## config.mk

```make
export PLATFORM = sky130hd
export DESIGN_NAME = hash_batch_serializer
export DESIGN_NICKNAME = d
export VERILOG_FILES = /design/src/rtl/hash_batch_serializer_pkg.sv /design/src/rtl/hash_batch_serializer_fifo.sv /design/src/rtl/hash_batch_serializer.sv
export SDC_FILE = /design/constraint.sdc
export NUM_CORES = 1
export LEC_CHECK = 0
export CORE_MARGIN = 5
export CORE_UTILIZATION = 25
export DETAILED_ROUTE_END_ITERATION = 10
export PLACE_DENSITY_LB_ADDON = 0.2
export SYNTH_ARGS = -nofsm -noshare
export SYNTH_HDL_FRONTEND = slang
export SYNTH_SLANG_ARGS = --single-unit
export TNS_END_PERCENT = 20
```

## constraint.sdc

```tcl
create_clock -name clk -period 5.08 [get_ports clk]
set_clock_uncertainty 0.05 [all_clocks]
set_input_delay 1.016 -clock clk [delete_from_list [all_inputs] [get_ports clk]]
set_output_delay 1.016 -clock clk [all_outputs]
set_load 0.02 [all_outputs]
```

## src/rtl/hash_batch_serializer_pkg.sv

```systemverilog
// Shared widths, batch record layout and FSM encoding for hash_batch_serializer.
// The width macros below form the parameters.vh set; a project-wide parameters.vh may predefine them.
`ifndef ADDR_WIDTH
`define ADDR_WIDTH 16
`endif
`ifndef HASH_ISSUE_WIDTH
`define HASH_ISSUE_WIDTH 4
`endif
`ifndef META_MATCH_LEN_WIDTH
`define META_MATCH_LEN_WIDTH 6
`endif
// Derived widths: lane index and one packed batch (head, lanes, delim).
`ifndef LANE_IDX_WIDTH
`define LANE_IDX_WIDTH $clog2(`HASH_ISSUE_WIDTH)
`endif
`ifndef BATCH_WIDTH
`define BATCH_WIDTH (`ADDR_WIDTH + `HASH_ISSUE_WIDTH*(`ADDR_WIDTH + `META_MATCH_LEN_WIDTH + 2) + 1)
`endif

package hash_batch_serializer_pkg;
    localparam int ADDR_W     = `ADDR_WIDTH;
    localparam int HIW        = `HASH_ISSUE_WIDTH;
    localparam int MLW        = `META_MATCH_LEN_WIDTH;
    localparam int LANE_IDX_W = `LANE_IDX_WIDTH;
    localparam int BATCH_W    = `BATCH_WIDTH;

    typedef struct packed {
        logic                         delim;
        logic [HIW-1:0]               can_ext;
        logic [HIW-1:0][MLW-1:0]      len;
        logic [HIW-1:0][ADDR_W-1:0]   addr;
        logic [HIW-1:0]               valid;
        logic [ADDR_W-1:0]            head;
    } batch_t;

    typedef enum logic {
        ST_EMPTY = 1'b0,
        ST_EMIT  = 1'b1
    } ser_state_t;
endpackage

```

## src/rtl/hash_batch_serializer_fifo.sv

```systemverilog
// batch_fifo: single-clock FIFO with full/empty flags; a full FIFO refuses a push
// even if a pop happens in the same cycle.
module batch_fifo #(
    parameter int WIDTH = 8,
    parameter int DEPTH = 4
) (
    input  logic             clk,
    input  logic             rst,
    input  logic             push,
    input  logic [WIDTH-1:0] din,
    input  logic             pop,
    output logic [WIDTH-1:0] dout,
    output logic             full,
    output logic             empty
);
    localparam int PW = $clog2(DEPTH);

    logic [WIDTH-1:0] mem [DEPTH];
    logic [PW:0]      wr_ptr, rd_ptr;
    logic             do_push, do_pop;

    assign do_push = push && !full;
    assign do_pop  = pop && !empty;
    assign empty   = (wr_ptr == rd_ptr);
    assign full    = (wr_ptr[PW] != rd_ptr[PW]) && (wr_ptr[PW-1:0] == rd_ptr[PW-1:0]);
    assign dout    = mem[rd_ptr[PW-1:0]];

    always_ff @(posedge clk or posedge rst) begin
        if (rst) begin
            wr_ptr <= '0;
            rd_ptr <= '0;
        end else begin
            if (do_push) wr_ptr <= wr_ptr + 1'b1;
            if (do_pop)  rd_ptr <= rd_ptr + 1'b1;
        end
    end

    always_ff @(posedge clk) begin
        if (do_push) mem[wr_ptr[PW-1:0]] <= din;
    end
endmodule

```

## src/rtl/hash_batch_serializer.sv

```systemverilog
// Buffers hash candidate batches and serialises them one lane per beat, lowest lane first.
// Optional perf counters are enabled with HASH_BATCH_SER_PERF_EN.
module hash_batch_serializer
    import hash_batch_serializer_pkg::*;
#(
    parameter int FIFO_DEPTH = 4
) (
    input  logic                  clk,
    input  logic                  rst,
    input  logic                  i_valid,
    input  logic [ADDR_W-1:0]     i_head_addr,
    input  logic [HIW-1:0]        i_history_valid,
    input  logic [HIW*ADDR_W-1:0] i_history_addr,
    input  logic [HIW*MLW-1:0]    i_meta_match_len,
    input  logic [HIW-1:0]        i_meta_match_can_ext,
    input  logic                  i_delim,
    output logic                  i_ready,
    output logic                  o_valid,
    output logic                  o_cand,
    output logic [ADDR_W-1:0]     o_head_addr,
    output logic [ADDR_W-1:0]     o_history_addr,
    output logic [MLW-1:0]        o_meta_match_len,
    output logic                  o_meta_match_can_ext,
    output logic                  o_last,
    output logic                  o_delim,
`ifdef HASH_BATCH_SER_PERF_EN
    output logic [31:0]           o_perf_batch_cnt,
    output logic [31:0]           o_perf_cand_cnt,
`endif
    input  logic                  o_ready
);
    function automatic logic [LANE_IDX_W-1:0] lowest_set(input logic [HIW-1:0] m);
        lowest_set = '0;
        for (int i = HIW - 1; i >= 0; i--)
            if (m[i]) lowest_set = LANE_IDX_W'(i);
    endfunction

    batch_t     in_batch, fifo_head, work;
    ser_state_t state, state_nxt;
    logic [BATCH_W-1:0]    fifo_dout;
    logic                  fifo_full, fifo_empty, push, take, head_live;
    logic                  hs, beat_last, last_hs;
    logic [LANE_IDX_W-1:0] sel;
    logic [HIW-1:0]        rest;

    assign in_batch.delim   = i_delim;
    assign in_batch.can_ext = i_meta_match_can_ext;
    assign in_batch.len     = i_meta_match_len;
    assign in_batch.addr    = i_history_addr;
    assign in_batch.valid   = i_history_valid;
    assign in_batch.head    = i_head_addr;

    assign i_ready = !fifo_full;
    assign push    = i_valid && !fifo_full;

    batch_fifo #(.WIDTH(BATCH_W), .DEPTH(FIFO_DEPTH)) u_fifo (
        .clk   (clk),
        .rst   (rst),
        .push  (push),
        .din   (in_batch),
        .pop   (take),
        .dout  (fifo_dout),
        .full  (fifo_full),
        .empty (fifo_empty)
    );
    assign fifo_head = fifo_dout;

    assign sel       = lowest_set(work.valid);
    assign rest      = work.valid & ~(HIW'(1) << sel);
    assign beat_last = (rest == '0);
    assign o_valid   = (state == ST_EMIT);
    assign hs        = o_valid && o_ready;
    assign last_hs   = hs && beat_last;
    // A candidate-free batch without delim carries nothing: popped but never emitted.
    assign head_live = (|fifo_head.valid) || fifo_head.delim;
    assign take      = ((state == ST_EMPTY) || last_hs) && !fifo_empty;

    always_comb begin
        state_nxt = state;
        case (state)
            ST_EMPTY: if (take && head_live) state_nxt = ST_EMIT;
            ST_EMIT:  if (last_hs) state_nxt = (take && head_live) ? ST_EMIT : ST_EMPTY;
            default:  state_nxt = ST_EMPTY;
        endcase
    end

    always_ff @(posedge clk or posedge rst) begin
        if (rst) begin
            state <= ST_EMPTY;
            work  <= '0;
        end else begin
            state <= state_nxt;
            if (take)    work       <= fifo_head;
            else if (hs) work.valid <= rest;
        end
    end

    // Payload is a pure function of the working register, so it holds while stalled.
    assign o_cand               = o_valid && (|work.valid);
    assign o_head_addr          = o_valid ? work.head + ADDR_W'(sel) : '0;
    assign o_history_addr       = o_valid ? work.addr[sel] : '0;
    assign o_meta_match_len     = o_valid ? work.len[sel] : '0;
    assign o_meta_match_can_ext = o_valid && work.can_ext[sel];
    assign o_last               = o_valid && beat_last;
    assign o_delim              = o_valid && beat_last && work.delim;

`ifdef HASH_BATCH_SER_PERF_EN
    always_ff @(posedge clk or posedge rst) begin
        if (rst) begin
            o_perf_batch_cnt <= '0;
            o_perf_cand_cnt  <= '0;
        end else begin
            if (push)          o_perf_batch_cnt <= o_perf_batch_cnt + 32'd1;
            if (hs && o_cand)  o_perf_cand_cnt  <= o_perf_cand_cnt + 32'd1;
        end
    end
`else
    // No perf counters in this build.
`endif
endmodule

```

### Word-level counts from Yosys, hierarchy flattened

Memory sizes are Yosys's and may differ from the RTL's.
Cells that the tools add are included.

| operators by class | value |
|---|---|
| add/sub/neg operators | 3 |
| reductions and logical operators | 20 |
| $lt $le $gt $ge | 1 |
| bitwise operators | 3 |
| divide/modulo/power cells | 0 |
| equal/unequal tests | 3 |
| multiplexer cells | 20 |
| shift operators | 1 |
| multiply operators | 0 |

Operators by type and width:

| cell | number |
|---|---|
| 2-to-1 mux 16 bit | 3 |
| binary-select mux 16 bit (select 2 bit) | 1 |
| adder 16 x 2 -> 16 bit | 1 |
| binary-select mux 6 bit (select 2 bit) | 1 |
| logical AND 1 bit | 12 |
| 2-to-1 mux 6 bit | 2 |
| 2-to-1 mux 2 bit | 4 |
| 2-to-1 mux 4 bit | 2 |
| OR reduction 4 bit | 2 |
| adder 3 x 1 -> 3 bit (second input constant) | 2 |
| 2-to-1 mux 1 bit | 5 |
| bitwise AND 4 bit | 1 |
| logical NOT 4 bit | 1 |
| inverter 4 bit | 1 |
| << shifter 1 x 2 -> 4 bit (first input constant) | 1 |
| == test 3 bit | 1 |
| less-than comparator 2 x 3 -> 1 bit (second input constant) | 1 |
| binary-select mux 1 bit (select 2 bit) | 1 |
| == test 2 bit | 1 |
| logical NOT 1 bit | 2 |
| logical OR 1 bit | 2 |
| one-hot mux 1 bit (2 select lines) | 1 |
| nonzero test 2 bit | 1 |
| inequality test 1 bit | 1 |
| inverter 1 bit | 1 |

| storage, ports and cells | value |
|---|---|
| memory bits (read-only) | 0 |
| input port bits | 117 |
| bits in latches | 0 |
| bits in registers | 120 |
| memory bits (writable) | 452 |
| output and inout port bits | 44 |
| memories kept | 1 |

Memory list:

| name | words | width | read ports | clocked after memory_dff | write ports | line | source |
|---|---|---|---|---|---|---|---|
| u_fifo.mem | 4 | 113 | 1 | 0 | 1 | hash_batch_serializer_fifo.sv:18 | `logic [WIDTH-1:0] mem [DEPTH];` |

### Depth between registers and ports, before layout

Gate-level depths: netlist of run 1.

| depth | value |
|---|---|
| depth in word-level cells | 15 |
| gate-level depth with buffers | 13 |

### Cells and area by module

A second synthesis of run 1 with hierarchy kept.

| second synthesis, totals | value |
|---|---|
| cells, all modules | 1060 |
| area, all modules | 22271.4 um^2 |

Modules (own cells, without submodules):

| module | sequential area each (um^2) | times used | area each (um^2) | cells each |
|---|---|---|---|---|
| batch_fifo | 13723.2 | 1 | 16778.6 | 640 |
| hash_batch_serializer | 2852.7 | 1 | 5492.8 | 420 |

### Worst setup path before layout of run 1

OpenSTA, ideal clock, no wires.

| path | value |
|---|---|
| path type | in2reg |
| start | input port i_valid |
| end | memory u_fifo.mem[3][0] (netlist bit), enable pin |
| required time | 4.543 ns |
| data arrival time | 4.065 ns |
| path buffers | 0 |
| stages | 3 |
| setup time | 0.487 ns |
| slack | 0.479 ns |
| cell sequence | inv_1 -> a31oi_1 -> and2_1 |

| between the ends | value |
|---|---|
| word-level cells in the longest chain between the ends | 4 |

Ends and longest elaborated chain:

| what | line | source |
|---|---|---|
| start: declaration | hash_batch_serializer.sv:10 | `input logic i_valid,` |
| logical AND 1 bit | hash_batch_serializer.sv:54 | `assign push = i_valid && !fifo_full;` |
| logical AND 1 bit | hash_batch_serializer_fifo.sv:22 | `assign do_push = push && !full;` |
| 2-to-1 mux 1 bit | hash_batch_serializer_fifo.sv:39 | `if (do_push) mem[wr_ptr[PW-1:0]] <= din;` |
| 2-to-1 mux 1 bit (implied by the code) | hash_batch_serializer_fifo.sv:39 |  |
| end: declaration | hash_batch_serializer_fifo.sv:18 |  |

Every way passes these cells.

### Final worst setup path of run 1

| path | value |
|---|---|
| start | register work[19] (netlist bit) |
| end | output port o_head_addr[14] |

| between the ends | value |
|---|---|
| word-level cells in the longest chain between the ends | 6 |

Ends and longest elaborated chain:

| what | line | source |
|---|---|---|
| start: declaration | hash_batch_serializer.sv:38 | `batch_t in_batch, fifo_head, work;` |
| start signal: assignment | hash_batch_serializer.sv:93 | `if (take) work <= fifo_head;` |
| 2-to-1 mux 2 bit (4 in series) | hash_batch_serializer.sv:35 | `if (m[i]) lowest_set = LANE_IDX_W'(i);` |
| adder 16 x 2 -> 16 bit | hash_batch_serializer.sv:100 | `assign o_head_addr = o_valid ? work.head + ADDR_W'(sel) : '0;` |
| 2-to-1 mux 16 bit | hash_batch_serializer.sv:100 |  |
| end: declaration | hash_batch_serializer.sv:20 | `output logic [ADDR_W-1:0] o_head_addr,` |

Every way passes these cells.

==> flow_summary.html, run 1 <==
<table>
<tr><th>Metric</th><th>Value</th></tr>
<tr><th colspan="2">Routing</th></tr>
<tr><td>Average via count per standard cell</td><td>4.25</td></tr>
<tr><td>Per-cell routed wire length</td><td>22.1 um</td></tr>
<tr><td>DR iter-0 viols</td><td>525</td></tr>
<tr><td>Wire length on met2</td><td>25.9 mm</td></tr>
<tr><td>Met3 wire length</td><td>2.90 mm</td></tr>
<tr><td>Wire length on met1</td><td>24.1 mm</td></tr>
<tr><td>Final routed wirelength across all metal layers</td><td>53.9 mm</td></tr>
<tr><td>Count of TritonRoute iterations in the first routing pass</td><td>4</td></tr>
<tr><td>Antenna Nets Post-Route</td><td>0</td></tr>
<tr><td>Highest metal layer used by the detailed router</td><td>met5</td></tr>
<tr><td>Via count</td><td>10,400</td></tr>
<tr><td>DRC violations left</td><td>0</td></tr>
<tr><th colspan="2">Worst setup path</th></tr>
<tr><td>Kind of critical path</td><td>register to output pin</td></tr>
<tr><td>Required time at the worst-slack endpoint</td><td>4.01 ns</td></tr>
<tr><td>Element type at the critical path start</td><td>register</td></tr>
<tr><td>Delay of the slowest critical-path stage</td><td>0.60 ns</td></tr>
<tr><td>Crit path cell chain</td><td>nor2b_1 &gt; o21bai_4 &gt; inv_1 &gt; ha_1 &gt; inv_1 &gt; fa_1 &gt; nand2b_1 &gt; nor4b_1 &gt; xor2_1 &gt; and2_1 &gt; clkdlybuf4s50_1</td></tr>
<tr><td>Max stage delay cell, worst path</td><td>clkdlybuf4s50_1</td></tr>
<tr><td>Worst reg2reg path depth</td><td>5</td></tr>
<tr><td>Element type at the critical path end</td><td>output pin</td></tr>
<tr><td>Endpoint arrival time on the critical path</td><td>3.72 ns</td></tr>
<tr><td>Largest driver fanout on the critical path</td><td>7</td></tr>
<tr><td>Dominant cell type by count on the critical path</td><td>inv_1</td></tr>
<tr><th colspan="2">Placed design</th></tr>
<tr><td>Half-perimeter wire length after placement</td><td>30.8 mm</td></tr>
<tr><td>Number of input and output port buffers inserted</td><td>160</td></tr>
<tr><td>Final weighted congestion in routability-driven placement</td><td>0.656</td></tr>
<tr><td>Post-Place Setup Slack</td><td>0.628 ns</td></tr>
<tr><td>Post-DP Area</td><td>25,400 um2</td></tr>
<tr><th colspan="2">Synthesis</th></tr>
<tr><td>Cell types occupying the most area after synthesis</td><td>edfxtp_1 61%, mux4_2 14%, dfrtp_1 13%</td></tr>
<tr><td>Seq cells post-synth</td><td>572</td></tr>
<tr><td>Compound-gate portion of the synthesized area</td><td>0.00488</td></tr>
<tr><td>Leading post-synthesis cells by instance count</td><td>452 x edfxtp_1, 136 x mux4_2, 120 x dfrtp_1, 65 x mux2_2, 46 x mux2_4</td></tr>
<tr><td>Count of flip-flops with a built-in enable after synthesis</td><td>452</td></tr>
<tr><td>Gate count after technology mapping</td><td>1,009</td></tr>
<tr><td>Count leader, synth</td><td>edfxtp_1</td></tr>
<tr><td>Syn Nets</td><td>1,134</td></tr>
<tr><td>Netlist area before placement</td><td>22,300 um2</td></tr>
<tr><td>Post-synth top flop</td><td>edfxtp_1</td></tr>
<tr><td>Library cells used by synthesis</td><td>44</td></tr>
<tr><td>Async S/R FF share, synth</td><td>0.210</td></tr>
<tr><td>Synth area leader</td><td>edfxtp_1</td></tr>
<tr><td>Synthesized area per cell</td><td>22.1 um2</td></tr>
<tr><td>Arithmetic-cell share of the synthesized area counting full adders, half adders and majority gates</td><td>0.00533</td></tr>
<tr><td>Post-synthesis xor/xnor area fraction</td><td>0.00707</td></tr>
<tr><td>Largest family of logic cells by synthesized area</td><td>multiplexers</td></tr>
<tr><td>Mux contribution to synthesized area</td><td>0.203</td></tr>
<tr><td>Post-synthesis simple-gate area fraction</td><td>0.0227</td></tr>
<tr><td>Share of the synthesized area in the top cell type</td><td>0.609</td></tr>
<tr><td>Sequential share of the synthesized area</td><td>0.743</td></tr>
<tr><td>Warnings from Yosys</td><td>0</td></tr>
<tr><th colspan="2">Timing</th></tr>
<tr><td>Minimum period implied by the final worst setup slack</td><td>4.79 ns</td></tr>
<tr><td>Total Negative Setup Slacks</td><td>0 ns</td></tr>
<tr><td>RSZ-0062 raised after global routing</td><td>no</td></tr>
<tr><td>Setup slack of the critical path after layout</td><td>0.295 ns</td></tr>
<tr><td>Final Slew Violations</td><td>0</td></tr>
<tr><td>Final hold vios</td><td>0</td></tr>
<tr><td>Max frequency</td><td>209 MHz</td></tr>
<tr><td>Period Utilization, post-route</td><td>0.942</td></tr>
<tr><td>Worst slew margin relative to its limit</td><td>0.319</td></tr>
<tr><td>Slew at the pin closest to its max-slew limit</td><td>1.02 ns</td></tr>
<tr><td>Worst hold slack</td><td>0.442 ns</td></tr>
<tr><td>Final Setup Violations</td><td>0</td></tr>
<tr><th colspan="2">Clocking</th></tr>
<tr><td>Max Root-Sink Buffers</td><td>3</td></tr>
<tr><td>Clock transition at the register clock pins on the worst setup and hold paths after CTS</td><td>0.06 ns</td></tr>
<tr><td>Number of buffers created by CTS</td><td>70</td></tr>
<tr><td>Latest clock arrival within the worst-skew pair</td><td>0.60 ns</td></tr>
<tr><td>H-tree depth</td><td>3</td></tr>
<tr><td>Clock root buffer master</td><td>clkbuf_16</td></tr>
<tr><td>Clock sinks</td><td>572</td></tr>
<tr><td>TritonCTS clock tree</td><td>done</td></tr>
<tr><th colspan="2">Job</th></tr>
<tr><td>Count of maximum capacitance violations</td><td>0</td></tr>
<tr><th colspan="2">GRT</th></tr>
<tr><td>Largest net degree at the start of global routing</td><td>76</td></tr>
<tr><td>Number of antenna violations at the first check in global routing</td><td>10</td></tr>
<tr><td>GRT Residual Overflow</td><td>0</td></tr>
<tr><td>Overall track demand over capacity in global routing</td><td>0.113</td></tr>
<tr><td>First-pass GRT wire length</td><td>78.9 mm</td></tr>
<tr><td>Number of global-route vias before repair</td><td>11,500</td></tr>
<tr><th colspan="2">Power and ir drop</th></tr>
<tr><td>P per Cell Area</td><td>712 nW/um2</td></tr>
<tr><td>Sequential cell fraction of total power</td><td>0.365</td></tr>
<tr><td>Cell leakage power</td><td>9.48 nW</td></tr>
<tr><td>Worst IR drop on VDD</td><td>0.439 mV</td></tr>
<tr><td>Total net switching power</td><td>0.00619 W</td></tr>
<tr><td>Internal power component</td><td>0.0136 W</td></tr>
<tr><td>Proportion of total power due to net switching</td><td>0.312</td></tr>
<tr><td>Design Power</td><td>0.0198 W</td></tr>
<tr><td>Part of the power in combinational logic</td><td>0.372</td></tr>
<tr><td>Power share of the clock group</td><td>0.263</td></tr>
<tr><th colspan="2">Floorplanning</th></tr>
<tr><td>Core region area</td><td>88,500 um2</td></tr>
<tr><td>Total Die Area</td><td>95,300 um2</td></tr>
<tr><td>Die outline height</td><td>309 um</td></tr>
<tr><td>Die boundary width</td><td>309 um</td></tr>
<tr><td>I/O pin count</td><td>161</td></tr>
<tr><td>Initial standard-cell utilization of the core</td><td>0.252</td></tr>
<tr><td>Cell Rows</td><td>109</td></tr>
<tr><th colspan="2">Final layout</th></tr>
<tr><td>Final instance area</td><td>27,900 um2</td></tr>
<tr><td>Share of layout cells above drive strength 1</td><td>0.306</td></tr>
<tr><td>Final layout net count</td><td>1,338</td></tr>
<tr><td>Area added between synthesis and finish</td><td>24.9%</td></tr>
<tr><th colspan="2">Run status</th></tr>
<tr><td>Run status</td><td>completed</td></tr>
<tr><th colspan="2">Min path</th></tr>
<tr><td>Hold path cells</td><td>1</td></tr>
<tr><td>Class of the most critical hold timing path</td><td>register to register</td></tr>
</table>
## layout make-up
cell class | instances | area [um2]
clock inverters | 28 | 397
repair buffers | 181 | 1870
inverters | 13 | 53.8
flip-flops and latches | 572 | 16600
fillers | 8526 | 60700
well taps | 1165 | 1460
diodes | 4 | 10.0
multi-input cells | 375 | 5440
clock buffers | 102 | 2050
## per-layer routing
metal  up-vias  GRT usage
li1       4521          -
met3        88     0.0295
met4         4     0.0326
met5         -          0
met1      5564      0.151
met2       193      0.182
## sequential cells by signal, summed over array words and instances, names as in the netlist
register       count
o_valid            1
u_fifo.mem       452
u_fifo.rd_ptr      3
u_fifo.wr_ptr      3
work             113
## critical path, delay by kind of cell (launching register included)
family                     cells  cell delay, ns
adders and majority gates      2            0.59
buffers and inverters          3            0.73
AOI/OAI and AO/OA              1            0.07
DFF                            1            0.48
xor gates and xnor gates       1            0.16
and+or+nand+nor                4            1.10
## per-stage QoR
stage | instances | util
final | 2440 | 0.315
after global routing | 2436 | 0.315
after CTS | 2436 | 0.315
after detailed placement | 2306 | 0.287
after global placement | 2306 | 0.287
after floorplan | 1009 | -
## final timing paths
check / slack [ns] / endpoint / startpoint
min in group asynchronous: 0.93 / work[97]$_DFFE_PP0P_ / rst
setup reg to reg: 1.80 / work[81]$_DFFE_PP0P_ / u_fifo.rd_ptr[1]$_DFFE_PP0P_
setup / recovery: 0.29 / o_head_addr[14] / work[19]$_DFFE_PP0P_
hold reg to reg: 0.44 / u_fifo.wr_ptr[2]$_DFFE_PP0P_ / u_fifo.wr_ptr[2]$_DFFE_PP0P_
hold / removal: 0.44 / u_fifo.wr_ptr[2]$_DFFE_PP0P_ / u_fifo.wr_ptr[2]$_DFFE_PP0P_
max in group asynchronous: 3.12 / work[30]$_DFFE_PP0P_ / rst
## power groups by stage
stage	registers (W)	clock network (W)	logic, W
6_report	0.00723	0.00522	0.00737
5_1_grt	0.00738	0.00563	0.00797
4_1_cts	0.00726	0.00543	0.00768
2_1_floorplan	0.00701	0	0.00527
3_5_place_dp	0.00734	0	0.00764
3_3_place_gp	0.00729	0	0.00762
## cell families after synthesis
kind of cell / after synthesis
compound gates: 15
flops: 572
simple gates: 83
xor+xnor: 18
buf+inv: 62
fa+ha+maj: 9
mux: 250
## cell usage in the layout, fill, tap and decap left out, types with 5 or more instances in the layout
master / count
and2_1: 37
buf_12: 9
buf_4: 12
bufinv_16: 9
clkbuf_1: 18
clkbuf_16: 73
clkbuf_8: 11
clkdlybuf4s50_1: 160
dfrtp_1: 117
edfxtp_1: 452
ha_1: 7
inv_1: 12
inv_6: 7
mux2_2: 65
mux2_4: 46
mux4_2: 136
nand2_1: 7
nand3_1: 7
o21ai_0: 5
xnor2_1: 11
xor2_1: 7
## repair_timing
action	in CTS	in global routing
hold endpoints to repair	0	0
hold buffers	0	0
resized for setup	1	0
buffers inserted	0	0
setup endpoints to repair	2	0
(Power assumes the default switching activity.)
==> inputs of run 2 (changes only) <==
--- a/config.mk
+++ b/config.mk
@@ -12,4 +12,3 @@
 export SYNTH_ARGS = -nofsm -noshare
 export SYNTH_HDL_FRONTEND = slang
 export SYNTH_SLANG_ARGS = --single-unit
-export TNS_END_PERCENT = 20
==> results of run 2 <==
No change in the layout: final DEF, timing and power equal those of run 1.
